--- src/rtl/uart_rx_core_if.sv ---
// rtl/uart_rx_core_if.sv - UART receiver line/control inputs and byte/status outputs
interface uart_rx_core_if;
  logic       rx_enbl;
  logic       rx;
  logic       parity_en;
  logic       parity_odd;
  logic [7:0] dout;
  logic       flag;
  logic       parity_err;
  logic       frame_err;
  logic       busy;

  modport master (
    output rx_enbl, rx, parity_en, parity_odd,
    input  dout, flag, parity_err, frame_err, busy
  );

  modport slave (
    input  rx_enbl, rx, parity_en, parity_odd,
    output dout, flag, parity_err, frame_err, busy
  );
endinterface

--- src/rtl/uart_rx_core.sv ---
// rtl/uart_rx_core.sv - 16x oversampling UART receiver, 8 data bits LSB first, optional parity, 1 stop
module uart_rx_core #(
  parameter int DIV         = 27,
  parameter int SYNC_STAGES = 2
) (
  input  logic           clk,
  input  logic           areset_n,
  uart_rx_core_if.slave  bus
);

  typedef enum logic [2:0] {
    S_IDLE, S_START, S_DATA, S_PARITY, S_STOP, S_WAIT_HI
  } state_t;

  typedef enum logic [1:0] {
    P_NONE, P_OK, P_PERR, P_FERR
  } pend_t;

  logic [SYNC_STAGES-1:0] r_sync;
  logic                   w_rx_s;
  logic                   w_tick;
  logic                   w_mid;

  state_t      r_state;
  pend_t       r_pend;
  logic [15:0] r_pre;
  logic [3:0]  r_os;
  logic [2:0]  r_bit_cnt;
  logic [7:0]  r_shreg;
  logic        r_xor;
  logic        r_par_en;
  logic        r_par_odd;
  logic        r_perr;
  logic [7:0]  r_dout;
  logic        r_flag;
  logic        r_parity_err;
  logic        r_frame_err;
  logic        r_busy;

  always_ff @(posedge clk or negedge areset_n) begin
    if (!areset_n) begin
      r_sync <= '1;
    end else begin
      r_sync <= {r_sync[SYNC_STAGES-2:0], bus.rx};
    end
  end

  assign w_rx_s = r_sync[SYNC_STAGES-1];
  assign w_tick = (r_pre == 16'(DIV - 1));
  assign w_mid  = w_tick && (r_os == 4'd7);

  // Stop-bit verdicts are parked in r_pend and published one clock later.
  always_ff @(posedge clk or negedge areset_n) begin
    if (!areset_n) begin
      r_state      <= S_IDLE;
      r_pend       <= P_NONE;
      r_pre        <= '0;
      r_os         <= '0;
      r_bit_cnt    <= '0;
      r_shreg      <= '0;
      r_xor        <= 1'b0;
      r_par_en     <= 1'b0;
      r_par_odd    <= 1'b0;
      r_perr       <= 1'b0;
      r_dout       <= 8'h00;
      r_flag       <= 1'b0;
      r_parity_err <= 1'b0;
      r_frame_err  <= 1'b0;
      r_busy       <= 1'b0;
    end else begin
      r_flag       <= 1'b0;
      r_parity_err <= 1'b0;
      r_frame_err  <= 1'b0;
      r_pend       <= P_NONE;
      case (r_pend)
        P_OK: begin
          r_flag <= 1'b1;
          r_dout <= r_shreg;
        end
        P_PERR:  r_parity_err <= 1'b1;
        P_FERR:  r_frame_err  <= 1'b1;
        default: ;
      endcase

      if (r_state != S_IDLE) begin
        r_pre <= w_tick ? 16'd0 : r_pre + 16'd1;
        if (w_tick) r_os <= r_os + 4'd1;
      end

      case (r_state)
        S_IDLE: begin
          if (bus.rx_enbl && !w_rx_s) begin
            r_state   <= S_START;
            r_busy    <= 1'b1;
            r_pre     <= '0;
            r_os      <= '0;
            r_par_en  <= bus.parity_en;
            r_par_odd <= bus.parity_odd;
            r_perr    <= 1'b0;
          end
        end
        S_START: begin
          if (w_mid) begin
            if (!w_rx_s) begin
              r_state   <= S_DATA;
              r_bit_cnt <= '0;
              r_xor     <= 1'b0;
            end else begin
              r_state <= S_IDLE;
              r_busy  <= 1'b0;
            end
          end
        end
        S_DATA: begin
          if (w_mid) begin
            r_shreg   <= {w_rx_s, r_shreg[7:1]};
            r_xor     <= r_xor ^ w_rx_s;
            r_bit_cnt <= r_bit_cnt + 3'd1;
            if (r_bit_cnt == 3'd7) r_state <= r_par_en ? S_PARITY : S_STOP;
          end
        end
        S_PARITY: begin
          if (w_mid) begin
            r_perr  <= ((r_xor ^ w_rx_s) != r_par_odd);
            r_state <= S_STOP;
          end
        end
        S_STOP: begin
          if (w_mid) begin
            if (!w_rx_s) begin
              r_pend  <= P_FERR;
              r_state <= S_WAIT_HI;
            end else begin
              r_pend  <= r_perr ? P_PERR : P_OK;
              r_state <= S_IDLE;
              r_busy  <= 1'b0;
            end
          end
        end
        S_WAIT_HI: begin
          if (w_rx_s) begin
            r_state <= S_IDLE;
            r_busy  <= 1'b0;
          end
        end
        default: begin
          r_state <= S_IDLE;
          r_busy  <= 1'b0;
        end
      endcase
    end
  end

  assign bus.dout       = r_dout;
  assign bus.flag       = r_flag;
  assign bus.parity_err = r_parity_err;
  assign bus.frame_err  = r_frame_err;
  assign bus.busy       = r_busy;

endmodule

--- src/flat_wrapper.sv ---
// flat-port wrapper written by rule: the top's interface ports become plain ports
module uart_rx_core_flat 
#(
  parameter int DIV         = 27,
  parameter int SYNC_STAGES = 2
)
  (clk, areset_n, bus_rx_enbl, bus_rx, bus_parity_en, bus_parity_odd, bus_dout, bus_flag, bus_parity_err, bus_frame_err, bus_busy);
  uart_rx_core_if bus_i ();
  input  logic clk;
  input  logic areset_n;
  input wire logic [$bits(bus_i.rx_enbl)-1:0] bus_rx_enbl;
  input wire logic [$bits(bus_i.rx)-1:0] bus_rx;
  input wire logic [$bits(bus_i.parity_en)-1:0] bus_parity_en;
  input wire logic [$bits(bus_i.parity_odd)-1:0] bus_parity_odd;
  output wire logic [$bits(bus_i.dout)-1:0] bus_dout;
  output wire logic [$bits(bus_i.flag)-1:0] bus_flag;
  output wire logic [$bits(bus_i.parity_err)-1:0] bus_parity_err;
  output wire logic [$bits(bus_i.frame_err)-1:0] bus_frame_err;
  output wire logic [$bits(bus_i.busy)-1:0] bus_busy;
  assign bus_i.rx_enbl = bus_rx_enbl;
  assign bus_i.rx = bus_rx;
  assign bus_i.parity_en = bus_parity_en;
  assign bus_i.parity_odd = bus_parity_odd;
  assign bus_dout = bus_i.dout;
  assign bus_flag = bus_i.flag;
  assign bus_parity_err = bus_i.parity_err;
  assign bus_frame_err = bus_i.frame_err;
  assign bus_busy = bus_i.busy;
  uart_rx_core #(.DIV(DIV), .SYNC_STAGES(SYNC_STAGES)) u_core (.clk(clk), .areset_n(areset_n), .bus(bus_i));
endmodule
--- config.mk ---
export PLATFORM = sky130hd
export DESIGN_NAME = uart_rx_core_flat
export DESIGN_NICKNAME = d
export VERILOG_FILES = /design/src/rtl/uart_rx_core_if.sv /design/src/rtl/uart_rx_core.sv /design/src/flat_wrapper.sv
export SDC_FILE = /design/constraint.sdc
export NUM_CORES = 1
export LEC_CHECK = 0
export ABC_AREA = 0
export CORE_UTILIZATION = 45
export DETAILED_ROUTE_END_ITERATION = 12
export GPL_ROUTABILITY_DRIVEN = 0
export PLACE_DENSITY = 0.68
export SLEW_MARGIN = 30
export SYNTH_ARGS = -nofsm -noshare
export SYNTH_HDL_FRONTEND = slang
export SYNTH_SLANG_ARGS = --single-unit
--- constraint.sdc ---
create_clock -name clk -period 4.7 [get_ports clk]
set_clock_uncertainty 0.1 [all_clocks]
set_input_delay 1.175 -clock clk [delete_from_list [all_inputs] [get_ports clk]]
set_output_delay 1.175 -clock clk [all_outputs]
set_load 0.02 [all_outputs]
---- Word level (Yosys, flattened, before mapping) ----
Index checks and enable logic that the tools add are counted.
word-level totals
  logic and storage cells ................. 98
  input port bits ......................... 6
  output and inout bits ................... 12
  register bits ........................... 54
cells by class
  reductions and logical operators ........ 15
  bitwise gates (word level) .............. 2
  add/subtract/negate cells ............... 3
  mux-type cells .......................... 41
  equality and inequality tests ........... 21
operators with widths
  cell                   number
  $mux 16                4
  $mux 3                 12
  $pmux 3 s6             1
  $add 16x1->16 const B  1
  $eq 16x5->1 const B    1
  $mux 4                 4
  $ne 2x1->1 const B     8
  $mux 1                 11
  $mux 2                 5
  $eq 3x3->1 const B     3
  $reduce_and 7->1       1
  $eq 3x2->1 const B     2
  $pmux 3 s2             1
  $reduce_and 3->1       2
  $add 4x1->4 const B    1
  $eq 2x2->1 const B     2
  $eq 4x3->1 const B     1
  $pmux 1 s2             2
  $pmux 1 s4             1
  $reduce_and 2->1       2
  $reduce_and 4->1       1
  $reduce_bool 2->1      2
  $reduce_or 2->1        2
  $add 3x1->3 const B    1
  other kinds (10)       11

---- Depth between registers and ports, before layout ----
  depth in word-level cells ............... 5
  depth in mapped cells ................... 8
  gate-level depth less buffers ........... 7

---- Worst setup path after synthesis ----
OpenSTA, ideal clock, no wires.
  kind .................................... input to register
  start point ............................. input port bus_rx_enbl
  end point ............................... register u_core.r_pre[5]
  library setup time ...................... 0.119 ns
  required time ........................... 4.481 ns
  stages .................................. 6
  setup slack ............................. 2.459 ns
  arrival time ............................ 2.022 ns
  path through ............................ nand2b_1 -> or2_0 -> clkbuf_1 -> o21ai_1 -> buf_4 -> nor2_1
on the way
  longest elaborated chain between the ends .. 3
RTL lines
  item                    line                text
  start: declaration      flat_wrapper.sv:11  input wire logic [$bits(bus_i.rx_enbl)-1:0] bus_rx_enbl;
  $logic_and 1x1->1       uart_rx_core.sv:92  if (bus.rx_enbl && !w_rx_s) begin
  $mux 16                 uart_rx_core.sv:92
  $mux 16                 uart_rx_core.sv:90  case (r_state)
  end signal: assignment  uart_rx_core.sv:86  r_pre <= w_tick ? 16'd0 : r_pre + 16'd1;
  end: declaration        uart_rx_core.sv:26  logic [15:0] r_pre;
No other way between the ends.
A chain may end at the register's enable or synchronous reset.

---- Final worst setup path ----
  start point ............................. register u_core.r_pre[0]
  end point ............................... register u_core.r_shreg[2]
on the way
  longest elaborated chain between the ends .. 3
RTL lines
  item                               line                 text
  $eq 16x5->1                        uart_rx_core.sv:49   assign w_tick = (r_pre == 16'(DIV - 1));
  $logic_and 1x1->1                  uart_rx_core.sv:50   assign w_mid = w_tick && (r_os == 4'd7);
  $reduce_and 2->1 (no source line)  n/a
  end signal: assignment             uart_rx_core.sv:116  r_shreg <= {w_rx_s, r_shreg[7:1]};
  end: declaration                   uart_rx_core.sv:29   logic [7:0] r_shreg;
No other way between the ends.

==> qor.json <==
{
  "cells_and_area": {
    "num-nets-final": 264,
    "antennaDiodeCount": 0,
    "postLayoutCellArea_um2": 2850,
    "drive_above_1_share": 0.134,
    "syn2layout_area_growth_pct": 12.2
  },
  "clocking": {
    "cts-htree-levels": 2,
    "clock_tree.buffer_depth": 2,
    "holdBufCountCts": 0,
    "clock_tree_from_tritoncts": "yes",
    "cts_buffers": 5,
    "cts_resized": 0,
    "postCtsSetupRepairBufs": 0,
    "clk_pin_slew_worst_setup_hold_paths_ns": 0.10,
    "clock_insertion_delay_worst_skew_ns": 0.31,
    "tritoncts_sinks": 54,
    "clockRootBuffer": "clkbuf_8"
  },
  "sta": {
    "slew_headroom": 0.489,
    "grt_setup_unrepaired": "no",
    "fin_crit_period_ns": 2.64,
    "final-hold-violation-count": 0,
    "setup_viol": 0,
    "timing.fmax_mhz": 379,
    "timing.final.crit_share": 0.561,
    "slew_viol_final": 0,
    "sum_of_negative_setup_slack_ns": 0,
    "layout_setup_ws_ns": 2.06,
    "tightest_slew_ns": 0.761
  },
  "yosys": {
    "net_count_after_synthesis": 250,
    "ys.flop_type": "dfrtp_1",
    "syn-cell-area_um2": 2540,
    "synth_async_sr_flop_share": 1.00,
    "ys.warnings.count": 0,
    "yosys-top-cells-area": "dfrtp_1 51%, mux2_2 4.4%, xor2_1 4.1%",
    "synth_cell_types": 45,
    "synth.yosys.seq_area_share": 0.532,
    "syn-mean-instance-area_um2": 10.6,
    "syn-instance-count": 239,
    "synthDominantCellAreaShare": 0.512,
    "synth_top_area_cell": "dfrtp_1",
    "ys_ff_latch": 54,
    "synth-edff-count": 0
  },
  "placed_design": {
    "numPortBuffers": 17,
    "pre_cts_slack_ns": 1.58,
    "hpwl_mm": 2.89,
    "post_dp_cell_area_um2": 2750
  },
  "route": {
    "route.antenna.remaining_nets": 0,
    "viasPerCell": 5.28,
    "detailed_route_wire_length_mm": 4.21,
    "routed_wire_length_per_instance_um": 12.9,
    "drt_iter0_drc": 110,
    "routed_vias": 1720,
    "drt_drc_violations_left": 0,
    "firstDrtPassIters": 4
  },
  "worst_setup_path": {
    "worst-r2r-setup-slack_ns": 2.06,
    "path_max_fanout": 12,
    "timing.setup.critical_path_class": "flip-flop to flip-flop",
    "worstPathRequired_ns": 4.81,
    "end_kind": "flip-flop",
    "cp.arrival_ns": 2.74,
    "startpoint_type": "flip-flop"
  },
  "grt": {
    "first_global_vias": 1618,
    "antenna_found_initial": 0,
    "grt_pass1_wl_mm": 7.52,
    "grt_use_total": 0.159,
    "grt_start_max_net_pins": 55,
    "grt_overflow_total": 0
  },
  "power_and_ir_drop": {
    "irDropWorstVdd_uv": 252,
    "clockPowerShare": 0.260,
    "sequentialPowerShare": 0.556,
    "power_mw": 1.05,
    "p_leak_nw": 1.32,
    "share_of_total_power_consumed_by_net_switching": 0.307,
    "power.combinational.fraction": 0.184,
    "cell_internal_power_uw": 730,
    "power.density_cell_area_nw_per_um2": 369,
    "net-switching-power_uw": 323
  },
  "die": {
    "io_pins": 18,
    "floorplan.core_area_um2": 5470,
    "die_width_um": 77.2,
    "die-height_um": 77.2,
    "die_outline_area_um2": 5960,
    "floorplan.rows": 27,
    "initial_utilization": 0.465
  },
  "run": {
    "timing.max_cap.violations": 0
  },
  "hold_path": {
    "min-delay-path-class": "flip-flop to flip-flop"
  },
  "run_status": {
    "status": "complete, no violations"
  }
}
[sequential cells by signal (all words and copies together) (netlist names)]
name / cells
u_core.r_xor: 1
u_core.r_perr: 1
u_core.r_pend: 2
u_core.r_state: 3
u_core.r_shreg: 8
u_core.bus.busy: 1
u_core.bus.parity_err: 1
u_core.bus.flag: 1
u_core.r_par_odd: 1
u_core.r_bit_cnt: 3
u_core.r_par_en: 1
u_core.bus.frame_err: 1
u_core.bus.dout: 8
u_core.r_os: 4
u_core.r_sync: 2
u_core.r_pre: 16
[synthesized netlist by cell type (3+ instances only)]
cell type and n:
inv_1 7, mux2_2 10, and3_1 6, xor2_1 12, nand4_1 5, ha_1 5
nand3_1 10, clkbuf_1 8, nor3_1 6, o21ai_0 7, nor2_1 27, nand2_1 23
or3_1 4, mux2_4 6, nand2b_1 3, a21oi_1 9, xnor2_1 5, dfrtp_1 52
mux2i_1 3
[worst max-delay path, cell delays in order (launching register included)]
cell and delay, ns:
dfrtp_1 0.42, inv_1 0.09, ha_1 0.17, nor4b_2 0.19
nand4_1 0.44, or4_4 0.80, mux2_4 0.33
[metrics by stage]
| step | utilization | std cells | hold WS (ns) |
|---|---|---|---|
| floorplan | - | 239 | 0.245 |
| global placement | 0.503 | 318 | 0.246 |
| detailed placement | 0.503 | 318 | 0.248 |
| CTS | 0.521 | 326 | 0.263 |
| global route | 0.521 | 326 | 0.265 |
| finish | 0.521 | 326 | 0.261 |
[metal layers]
metal | wire, µm | share of wire | track usage | vias up
met2 | 1940 | 0.46 | 0.241 | 23
met3 | 91 | 0.022 | 0.0250 | 5
met5 | 0 | 0 | 0 | -
met1 | 2140 | 0.51 | 0.228 | 836
met4 | 44 | 0.010 | 0.0623 | 0
li1 | - | - | - | 856
[power by group through the flow]
stage | registers, mW | logic (mW) | clock network (mW)
after CTS | 0.587 | 0.197 | 0.284
after global routing | 0.598 | 0.225 | 0.300
after floorplan | 0.583 | 0.146 | 0
after detailed placement | 0.596 | 0.197 | 0
final | 0.586 | 0.194 | 0.274
after global placement | 0.594 | 0.188 | 0
[layout make-up]
type	count	area, µm²
flip-flops and latches	54	1350
well taps	72	90.1
inverters	8	30.0
clock inverters	3	28.8
fillers	492	2620
repair buffers	18	173
multi-input cells	166	1110
clock buffers	5	68.8
[path summary, 6_finish.rpt]
| kind | startpoint | endpoint | cells past startpoint |
|---|---|---|---|
| worst min register to register | u_core.r_sync[0]$_DFF_PN1_ | u_core.r_sync[1]$_DFF_PN1_ | 0 |
| worst min-delay path | u_core.r_sync[0]$_DFF_PN1_ | u_core.r_sync[1]$_DFF_PN1_ | 0 |
| worst max-delay path | u_core.r_pre[0]$_DFF_PN0_ | u_core.r_shreg[2]$_DFFE_PN0P_ | 6 |
| worst max register to register | u_core.r_pre[0]$_DFF_PN0_ | u_core.r_shreg[2]$_DFFE_PN0P_ | 6 |
| max in group asynchronous | areset_n | u_core.r_pre[6]$_DFF_PN0_ | 2 |
| min in group asynchronous | areset_n | u_core.r_shreg[4]$_DFFE_PN0P_ | 2 |
[cells in the final DEF, fill, tap and decap left out, types with 2 or more instances in the layout]
cell,n
or3_1,4
nor2_1,27
xor2_1,12
mux2_2,10
inv_1,7
nand4_1,5
a21oi_1,9
nand2b_1,3
clkdlybuf4s50_1,16
xnor2_1,5
nand3_1,10
nor4_1,2
dfstp_2,2
o22ai_1,2
ha_1,5
o2111ai_1,2
dfrtp_1,52
and3_1,6
o21ai_0,7
mux2_4,6
nor3_1,6
a31oi_1,2
nand2_1,23
clkbuf_8,5
mux2i_1,3
[cells by family (layout without fill, tap and decap cells)]
group	count (synthesis)	after routing	synth area share
AND/OR/NAND/NOR	96	96	0.190
flip-flops	54	54	0.532
AO/OA/AOI/OAI	29	29	0.0703
multiplexers	19	19	0.0915
buffers and inverters	19	34	0.0330
XOR/XNOR	17	17	0.0585
adder cells (fa/ha/maj)	5	5	0.0246
No activity file was read; power rests on OpenSTA's default activity.
